[src/rtl/regfile_param_if.sv]
// regfile_param_if: operand/write bus between datapath and regfile_param
//   master drives: alu, reg_src, imm, mem (write sources), ms (source select),
//                  we, wa (write), ra0, ra1 (read addresses), clr_req
//   slave drives:  rd0, rd1 (combinational read data), busy (clear in progress)
interface regfile_param_if #(
  parameter int DATA_W   = 8,
  parameter int NUM_REGS = 8
) ();
  localparam int ADDR_W = $clog2(NUM_REGS);
  logic [DATA_W-1:0] alu, reg_src, imm, mem, rd0, rd1;
  logic [1:0]        ms;
  logic              we, clr_req, busy;
  logic [ADDR_W-1:0] wa, ra0, ra1;
  modport master (output alu, reg_src, imm, mem, ms, we, wa, ra0, ra1, clr_req,
                  input rd0, rd1, busy);
  modport slave  (input alu, reg_src, imm, mem, ms, we, wa, ra0, ra1, clr_req,
                  output rd0, rd1, busy);
endinterface

[src/rtl/regfile_param.sv]
// regfile_param: NUM_REGS x DATA_W register bank, 4-way write source, 2 read ports, sequenced clear
//   clk   : all state updates on the falling edge
//   rst_n : asynchronous active-low reset
//   bus   : regfile_param_if.slave (write sources/select/enable/address, read ports, clr_req/busy)
//   REGFILE_BYPASS_EN : when defined, a pending write is forwarded to a matching read port
module regfile_param #(
  parameter int DATA_W   = 8,
  parameter int NUM_REGS = 8
) (
  input logic             clk,
  input logic             rst_n,
  regfile_param_if.slave  bus
);
  localparam int ADDR_W = $clog2(NUM_REGS);
  typedef enum logic {IDLE, CLEAR} state_t;
  state_t            state_q, state_d;
  logic [ADDR_W-1:0] cnt_q, cnt_d;
  logic [DATA_W-1:0] regs [NUM_REGS];
  logic [DATA_W-1:0] wdata;
  logic              wr_ok;
  always_comb begin
    wdata = bus.ms == 2'd0 ? bus.alu : bus.ms == 2'd1 ? bus.reg_src : bus.ms == 2'd2 ? bus.imm : bus.mem;
    wr_ok = bus.we && state_q == IDLE && 32'(bus.wa) < NUM_REGS;
  end
  always_comb begin
    state_d = state_q;
    cnt_d   = cnt_q;
    if (state_q == IDLE) begin
      if (bus.clr_req) begin
        state_d = CLEAR;
        cnt_d   = '0;
      end
    end else begin
      cnt_d = cnt_q + ADDR_W'(1);
      if (cnt_q == ADDR_W'(NUM_REGS - 1)) begin
        state_d = IDLE;
        cnt_d   = '0;
      end
    end
  end
  // A write on the request edge lands first; the clear then sweeps over it.
  always_ff @(negedge clk or negedge rst_n) begin
    if (!rst_n) begin
      state_q <= IDLE;
      cnt_q   <= '0;
      for (int i = 0; i < NUM_REGS; i++) regs[i] <= '0;
    end else begin
      state_q <= state_d;
      cnt_q   <= cnt_d;
      if (state_q == CLEAR) regs[cnt_q] <= '0;
      else if (wr_ok) regs[bus.wa] <= wdata;
    end
  end
  always_comb begin
    bus.rd0 = 32'(bus.ra0) < NUM_REGS ? regs[bus.ra0] : '0;
    bus.rd1 = 32'(bus.ra1) < NUM_REGS ? regs[bus.ra1] : '0;
`ifdef REGFILE_BYPASS_EN
    if (wr_ok && bus.ra0 == bus.wa) bus.rd0 = wdata;
    if (wr_ok && bus.ra1 == bus.wa) bus.rd1 = wdata;
`endif
  end
  assign bus.busy = state_q == CLEAR;
endmodule

[src/flat_wrapper.sv]
// flat-port wrapper written by rule: the top's interface ports become plain ports
module regfile_param_flat 
#(
  parameter int DATA_W   = 8,
  parameter int NUM_REGS = 8
)
  (clk, rst_n, bus_alu, bus_reg_src, bus_imm, bus_mem, bus_ms, bus_we, bus_wa, bus_ra0, bus_ra1, bus_clr_req, bus_rd0, bus_rd1, bus_busy);
  regfile_param_if #(.DATA_W(DATA_W), .NUM_REGS(NUM_REGS)) bus_i ();
  input logic clk;
  input logic rst_n;
  input wire logic [$bits(bus_i.alu)-1:0] bus_alu;
  input wire logic [$bits(bus_i.reg_src)-1:0] bus_reg_src;
  input wire logic [$bits(bus_i.imm)-1:0] bus_imm;
  input wire logic [$bits(bus_i.mem)-1:0] bus_mem;
  input wire logic [$bits(bus_i.ms)-1:0] bus_ms;
  input wire logic [$bits(bus_i.we)-1:0] bus_we;
  input wire logic [$bits(bus_i.wa)-1:0] bus_wa;
  input wire logic [$bits(bus_i.ra0)-1:0] bus_ra0;
  input wire logic [$bits(bus_i.ra1)-1:0] bus_ra1;
  input wire logic [$bits(bus_i.clr_req)-1:0] bus_clr_req;
  output wire logic [$bits(bus_i.rd0)-1:0] bus_rd0;
  output wire logic [$bits(bus_i.rd1)-1:0] bus_rd1;
  output wire logic [$bits(bus_i.busy)-1:0] bus_busy;
  assign bus_i.alu = bus_alu;
  assign bus_i.reg_src = bus_reg_src;
  assign bus_i.imm = bus_imm;
  assign bus_i.mem = bus_mem;
  assign bus_i.ms = bus_ms;
  assign bus_i.we = bus_we;
  assign bus_i.wa = bus_wa;
  assign bus_i.ra0 = bus_ra0;
  assign bus_i.ra1 = bus_ra1;
  assign bus_i.clr_req = bus_clr_req;
  assign bus_rd0 = bus_i.rd0;
  assign bus_rd1 = bus_i.rd1;
  assign bus_busy = bus_i.busy;
  regfile_param #(.DATA_W(DATA_W), .NUM_REGS(NUM_REGS)) u_core (.clk(clk), .rst_n(rst_n), .bus(bus_i));
endmodule
[config.mk]
export PLATFORM = sky130hd
export DESIGN_NAME = regfile_param_flat
export DESIGN_NICKNAME = d
export VERILOG_FILES = /design/src/rtl/regfile_param_if.sv /design/src/rtl/regfile_param.sv /design/src/flat_wrapper.sv
export SDC_FILE = /design/constraint.sdc
export NUM_CORES = 1
export LEC_CHECK = 0
export BUFFER_PORTS_ARGS = -buffer_cell sky130_fd_sc_hd__buf_2
export CORE_ASPECT_RATIO = 0.8
export CORE_MARGIN = 5
export CORE_UTILIZATION = 62
export CTS_CLUSTER_DIAMETER = 50
export CTS_CLUSTER_SIZE = 25
export DETAILED_ROUTE_END_ITERATION = 10
export PLACE_DENSITY = 0.95
export SKIP_CTS_REPAIR_TIMING = 1
export SYNTH_ARGS = -nofsm -noshare
export SYNTH_HDL_FRONTEND = slang
export SYNTH_SLANG_ARGS = --single-unit
[constraint.sdc]
create_clock -name clk -period 3.8 [get_ports clk]
set_input_delay 0.76 -clock clk [delete_from_list [all_inputs] [get_ports clk]]
set_output_delay 0.76 -clock clk [all_outputs]
set_load 0.03 [all_outputs]
# Yosys cells after proc, flatten, opt, wreduce, memory -nomap -nowiden
# Index checks and enable logic that the tools add are counted.
# Widths: inputs -> output; s select.
# classes
n_addsub	1
n_lt_le_gt_ge	6
n_eq_ne	3
mux	22
bitwise_logic	7
reduce_logical	6
# op_table
operator	n
$mux 64	2
$mux 8	9
$and 64x64->64	1
$bwmux 64	1
$not 64->64	1
$bmux 8 s3	2
$demux 8 s3	2
$ge 4x4->1 const B	4
$not 3->4	4
$mux 3	3
$lt 4x1->1 const B	2
$reduce_bool 2->1	2
$add 3x1->3 const B	1
$eq 3x3->1 const B	1
$logic_and 1x1->1	3
$mux 1	3
$eq 2x1->1 const B	1
$eq 2x2->1 const B	1
$logic_not 2->1	1
$not 1->1	1
# totals
register_bits	68
in_bits	47
out_inout_bits	17
elab_cells	55

# Longest topological paths before layout
# Gate-level depths: netlist (run 1).
# logic_depth
word_depth	8
ltp_mapped	5
depth_no_buf	4

==> flow_summary.ini, run 1 <==
[finish]
stdcell_count = 519
finalInstanceArea_um2 = 5201
diodes = 0
layout_common_cells = 80 x mux2i_1, 68 x nand2_1, 68 x dfrtn_1, 48 x buf_4, 47 x buf_2
fin_nets = 476
layout_commonest_cell = mux2i_1
synthToLayoutAreaGrowth_pct = 21.51
layout-drive-gt1-share = 0.4329
final_util = 0.7660

[timing]
tightest_slew_ns = 0.6629
fin_skew_ns = 0.006340
rsz0062_at_grt = yes
fin_ws_ns = -0.5014
final_hold_viol_count = 0
tns_ns = -7.550
holdWs_ns = 0.5292
slew_headroom = 0.5555
setup_viol = 16
slew_viol_final = 0

[power_and_ir_drop]
cellLeakagePower_nw = 2.614
p_sw_frac = 0.3706
pwr-share-clk = 0.168
p_seq_frac = 0.372
switchingPower_mw = 1.324
p_int_mw = 2.248
p_comb_frac = 0.460
p_per_area_nw_per_um2 = 686.7
ir_worst_vdd_uv = 543.3

[yosys]
postSynthCellCount = 328
synthTopCellsByArea = dfrtn_1 40%, mux2i_1 19%, mux4_1 14%, nand2_1 6.0%, mux4_2 5.3%
synth_nets = 377
avgSynthCellArea_um2 = 13.05
syn-cell-area_um2 = 4280
synth_area_leader_cell = dfrtn_1
ys_ff_latch = 68
ys_types = 29
synth_seq_area_share = 0.3975
synth_top_cell_area_share = 0.3975
yosysWarnings = 0

[clocking]
root_buffer = clkbuf_8
cts_buffers = 9
cts.sink_count = 68
cts_buffer_depth = 2
clk_latency_ns = 0.33
clk_pin_slew_ns = 0.05
cts_tree = done
ctsHtreeMaxLevel = 3

[setup_path]
cp.arrival_ns = 3.54
cp-start-kind = flop
r2r_slack_ns = 2.07
cpPeakStageDelay_ns = 0.50
r2r_cells = 4
critPathSlowestCell = mux4_2
crit_type = reg2out
crit_path_end_kind = output port
timing.rr.end = u_core.regs[25]
path_max_fanout = 3
crit_end = bus_rd0[0]
worstReg2RegStart = u_core.bus.busy
required_ns = 3.04
cp-startpoint = u_core.regs[32]
crit_chain = mux4_2 -> mux2_4 -> buf_6

[global_route]
grt_start_max_net_pins = 69
grt_pass1_vias = 3435
antenna_found_initial = 0
grt_usage = 0.2823
grt.overflow.total = 0
grt_pass1_wl_um = 18260

[placed_design]
dpl.cell_count = 492
gp_congestion = 0.8300
place_area_um2 = 4903
dpl.hpwl_um = 7761
io_buffer_count = 63

[job]
cap_violations = 0

[floorplan]
die_h_um = 84.32
fp-row-count = 27
die-area_um2 = 8676
io_pins = 64
start_util = 0.6304
core_area_um2 = 6790
die_w_um = 102.9

[routing]
vias = 3262
dr.first_iter.drc_count = 289
viasPerCell = 6.285
wl_per_cell_um = 22.69
wirelength_um = 11780
drc = 0
postRouteAntennaNets = 0
dr.pass1.iters = 5

[hold_path]
hold_class = reg2reg

[status]
violations = setup timing
outcome = finished with violations
## synthesized netlist by cell type (all sizes together)
master,instances
mux2i,80
nor2,3
nand2b,3
o21ai,3
or4b,1
nand3b,3
buf,24
and3,1
nand4b,3
mux2,24
nand4,1
or3,1
dfrtn,68
nand2,69
nand4bb,3
ha,2
nor3b,3
clkbuf,3
mux4,32
a21oi,1
## worst max-delay path: cells and delay by family (launching register included)
family                 cells  cell delay, ns
buffers and inverters      1            0.14
muxes                      2            0.78
DFF                        1            0.39
## worst min-delay path by stage
stage / from / to / depth (start not counted)
CTS: u_core.regs[17] / u_core.regs[17] / 2
global placement: u_core.regs[39] / u_core.regs[39] / 2
detailed placement: u_core.regs[17] / u_core.regs[17] / 2
floorplan: u_core.regs[16] / u_core.regs[16] / 2
finish: u_core.regs[20] / u_core.regs[20] / 2
global route: u_core.regs[9] / u_core.regs[9] / 2
## cell families (layout without fill, tap and decap cells)
family	after synthesis	in the layout	synth area share
AO/OA/AOI/OAI	4	4	0.004675
adder cells (fa/ha/maj)	2	2	0.005845
buffers and inverters	27	131	0.04238
flip-flops	68	68	0.3975
multiplexers	136	136	0.4467
AND/OR/NAND/NOR	91	91	0.1029
## stage by stage
stage	total power, mW	worst slack [ns]
after floorplan	2.201	0.003094
after detailed placement	2.746	-0.1998
after CTS	3.357	-0.5608
after global placement	2.628	-0.1659
after global routing	3.766	-0.5455
final	3.572	-0.5014
## final cells by class
class	instances	area [um2]
clock buffers	12	145.1
clock inverters	4	48.80
fillers	422	1589
multi-input cells	233	2341
flip-flops and latches	68	1702
well taps	87	108.9
repair buffers	115	855.8
## metal layers
metal	wire (um)	GRT usage	part of all wire	up-vias
met5	0	0	0	-
met4	218	0.07176	0.019	0
met3	1107	0.08804	0.094	31
met2	6075	0.4572	0.52	195
met1	4376	0.3713	0.37	1631
li1	-	-	-	1405
## flip-flops by register name, indices dropped and copies added, names as in the netlist
signal / flops
u_core.regs: 64
u_core.cnt_q: 3
u_core.bus.busy: 1
## power groups by stage
stage	clock [mW]	sequential (mW)	combinational (mW)
after floorplan	0	1.20	0.996
after CTS	0.608	1.30	1.45
after global placement	0	1.26	1.37
final	0.599	1.33	1.64
after global routing	0.638	1.36	1.77
after detailed placement	0	1.31	1.44
No activity file was read; power rests on OpenSTA's default activity.
==> run 2: changes to the inputs <==
--- a/config.mk
+++ b/config.mk
@@ -8,11 +8,11 @@
 export BUFFER_PORTS_ARGS = -buffer_cell sky130_fd_sc_hd__buf_2
 export CORE_ASPECT_RATIO = 0.8
 export CORE_MARGIN = 5
-export CORE_UTILIZATION = 62
+export CORE_UTILIZATION = 59
 export CTS_CLUSTER_DIAMETER = 50
 export CTS_CLUSTER_SIZE = 25
 export DETAILED_ROUTE_END_ITERATION = 10
-export PLACE_DENSITY = 0.95
+export PLACE_DENSITY = 0.94
 export SKIP_CTS_REPAIR_TIMING = 1
 export SYNTH_ARGS = -nofsm -noshare
 export SYNTH_HDL_FRONTEND = slang
==> run 2 against run 1 <==
Net effect:
- the run still ends with setup timing left
- largest cell class unchanged
- critical endpoint is now bus_rd0[7]
- non-clock buffer count is 2 higher
- routed wire length is 1.7% lower
- power is 1.1% higher
==> flow_summary.ini, run 2 (synthesis gave the netlist of run 1 again) <==
[finish]
fin_nets = 478
final_util = 0.7503
layout-drive-gt1-share = 0.4401
diodes = 0
fill_cells = 456
layout_common_cells = 80 x mux2i_1, 68 x nand2_1, 68 x dfrtn_1, 50 x buf_4, 47 x buf_2
seq_area_um2 = 1702
multiInputGateArea_um2 = 2337
layout_commonest_cell = mux2i_1
largest_reg_flops = 64
synthToLayoutAreaGrowth_pct = 21.98
regMostFlops = u_core.regs

[setup_path]
cpPeakStageDelay_ns = 0.49
cp.arrival_ns = 3.55
critPathSlowestCell = mux4_2
required_ns = 3.04
cp-start-kind = flop
path_max_fanout = 3
crit_chain = mux4_2 -> mux2_4 -> buf_6
crit_type = reg2out
crit_path_end_kind = output port

[status]
violations = setup timing
outcome = finished with violations

[placed_design]
gp_congestion = 0.8244
io_buffer_count = 63
place_ws_ns = -0.1982
dpl.hpwl_um = 7909

[clocking]
ctsHtreeMaxLevel = 3
cts_buffers = 9
cts_tree = done
cts_buffer_depth = 2
cts.sink_count = 68
root_buffer = clkbuf_8
clk_pin_slew_ns = 0.05
clk_latency_ns = 0.34

[global_route]
grt_usage = 0.2567
grt_start_max_net_pins = 62
grt_pass1_vias = 3475
grt_pass1_wl_um = 17980
grt.overflow.total = 0
antenna_found_initial = 0

[routing]
wirelength_um = 11580
drc = 0
postRouteAntennaNets = 0
dr.first_iter.drc_count = 296
wl_per_cell_um = 22.22
vias = 3278
viasPerCell = 6.292
dr.pass1.iters = 5

[timing]
fin_skew_ns = 0.006030
tightest_slew_ns = 0.6441
final_hold_viol_count = 0
fin_ws_ns = -0.5090
setup_viol = 16
slew_viol_final = 0
rsz0062_at_grt = yes
slew_headroom = 0.5684

[floorplan]
fp-row-count = 27
core_area_um2 = 6959
die-area_um2 = 9069
io_pins = 64
start_util = 0.6151
die_w_um = 105.2
die_h_um = 86.18

[power_and_ir_drop]
p_per_area_nw_per_um2 = 691.7
cellLeakagePower_nw = 2.619
ir_worst_vdd_uv = 496.8

[hold_path]
hold_class = reg2reg

[job]
cap_violations = 0
run 2: cell count changes in the layout (fill, tap and decap cells not counted), sizes merged:
cell	before	now
clkinvlp	0	1
clkinv	3	2
buf	115	117
run 2: final cells by class:
class                           count  share of cell area
Clock buffer                       12             0.02971
Timing Repair Buffer              117              0.1668
Tap cell                           87             0.02085
Multi-Input combinational cell    233              0.4476
Clock inverter                      4            0.009106
Sequential cell                    68              0.3259
run 2: stage by stage:
stage | cells | hold WS [ns] | area [um2] | setup TNS, ns | power (mW)
floorplan | 328 | 0.4753 | 4303 | 0 | 2.201
global placement | 492 | 0.4948 | 4903 | -2.155 | 2.628
detailed placement | 492 | 0.5166 | 4903 | -2.714 | 2.752
CTS | 508 | 0.5157 | 5106 | -8.468 | 3.374
global route | 521 | 0.5384 | 5221 | -8.096 | 3.783
finish | 521 | 0.5266 | 5221 | -7.574 | 3.611
run 2: worst paths after layout:
check,slack [ns],from,endpoint,cells past startpoint
setup / recovery,-0.51,u_core.regs[39],bus_rd0[7],3
hold / removal,0.53,u_core.regs[48],u_core.regs[48],2
setup reg to reg,2.06,u_core.bus.busy,u_core.regs[58],4
hold reg to reg,0.53,u_core.regs[48],u_core.regs[48],2
max in group asynchronous,1.12,rst_n,u_core.cnt_q[1],2
min in group asynchronous,2.05,rst_n,u_core.regs[28],1
run 2: where the power goes:
group          internal, mW  total [mW]  switching (mW)  leakage, nW
logic                 0.889        1.65           0.764         1.60
clock network         0.337       0.625           0.288        0.102
registers              1.05        1.33           0.286        0.920
total                  2.27        3.61            1.34         2.62
run 2: per-layer routing:
| metal | part of all wire | wire, um | global-route usage | vias up |
|---|---|---|---|---|
| met2 | 0.52 | 6050 | 0.4355 | 211 |
| met4 | 0.012 | 140 | 0.08014 | 0 |
| met5 | 0 | 0 | 0 | - |
| met3 | 0.10 | 1172 | 0.07148 | 18 |
| li1 | - | - | - | 1400 |
| met1 | 0.36 | 4214 | 0.3224 | 1649 |
run 2: worst max-delay path, delay by kind of cell (launching register included):
family	cells	cell delay, ns
buffers and inverters	1	0.14
muxes	2	0.79
DFF	1	0.38
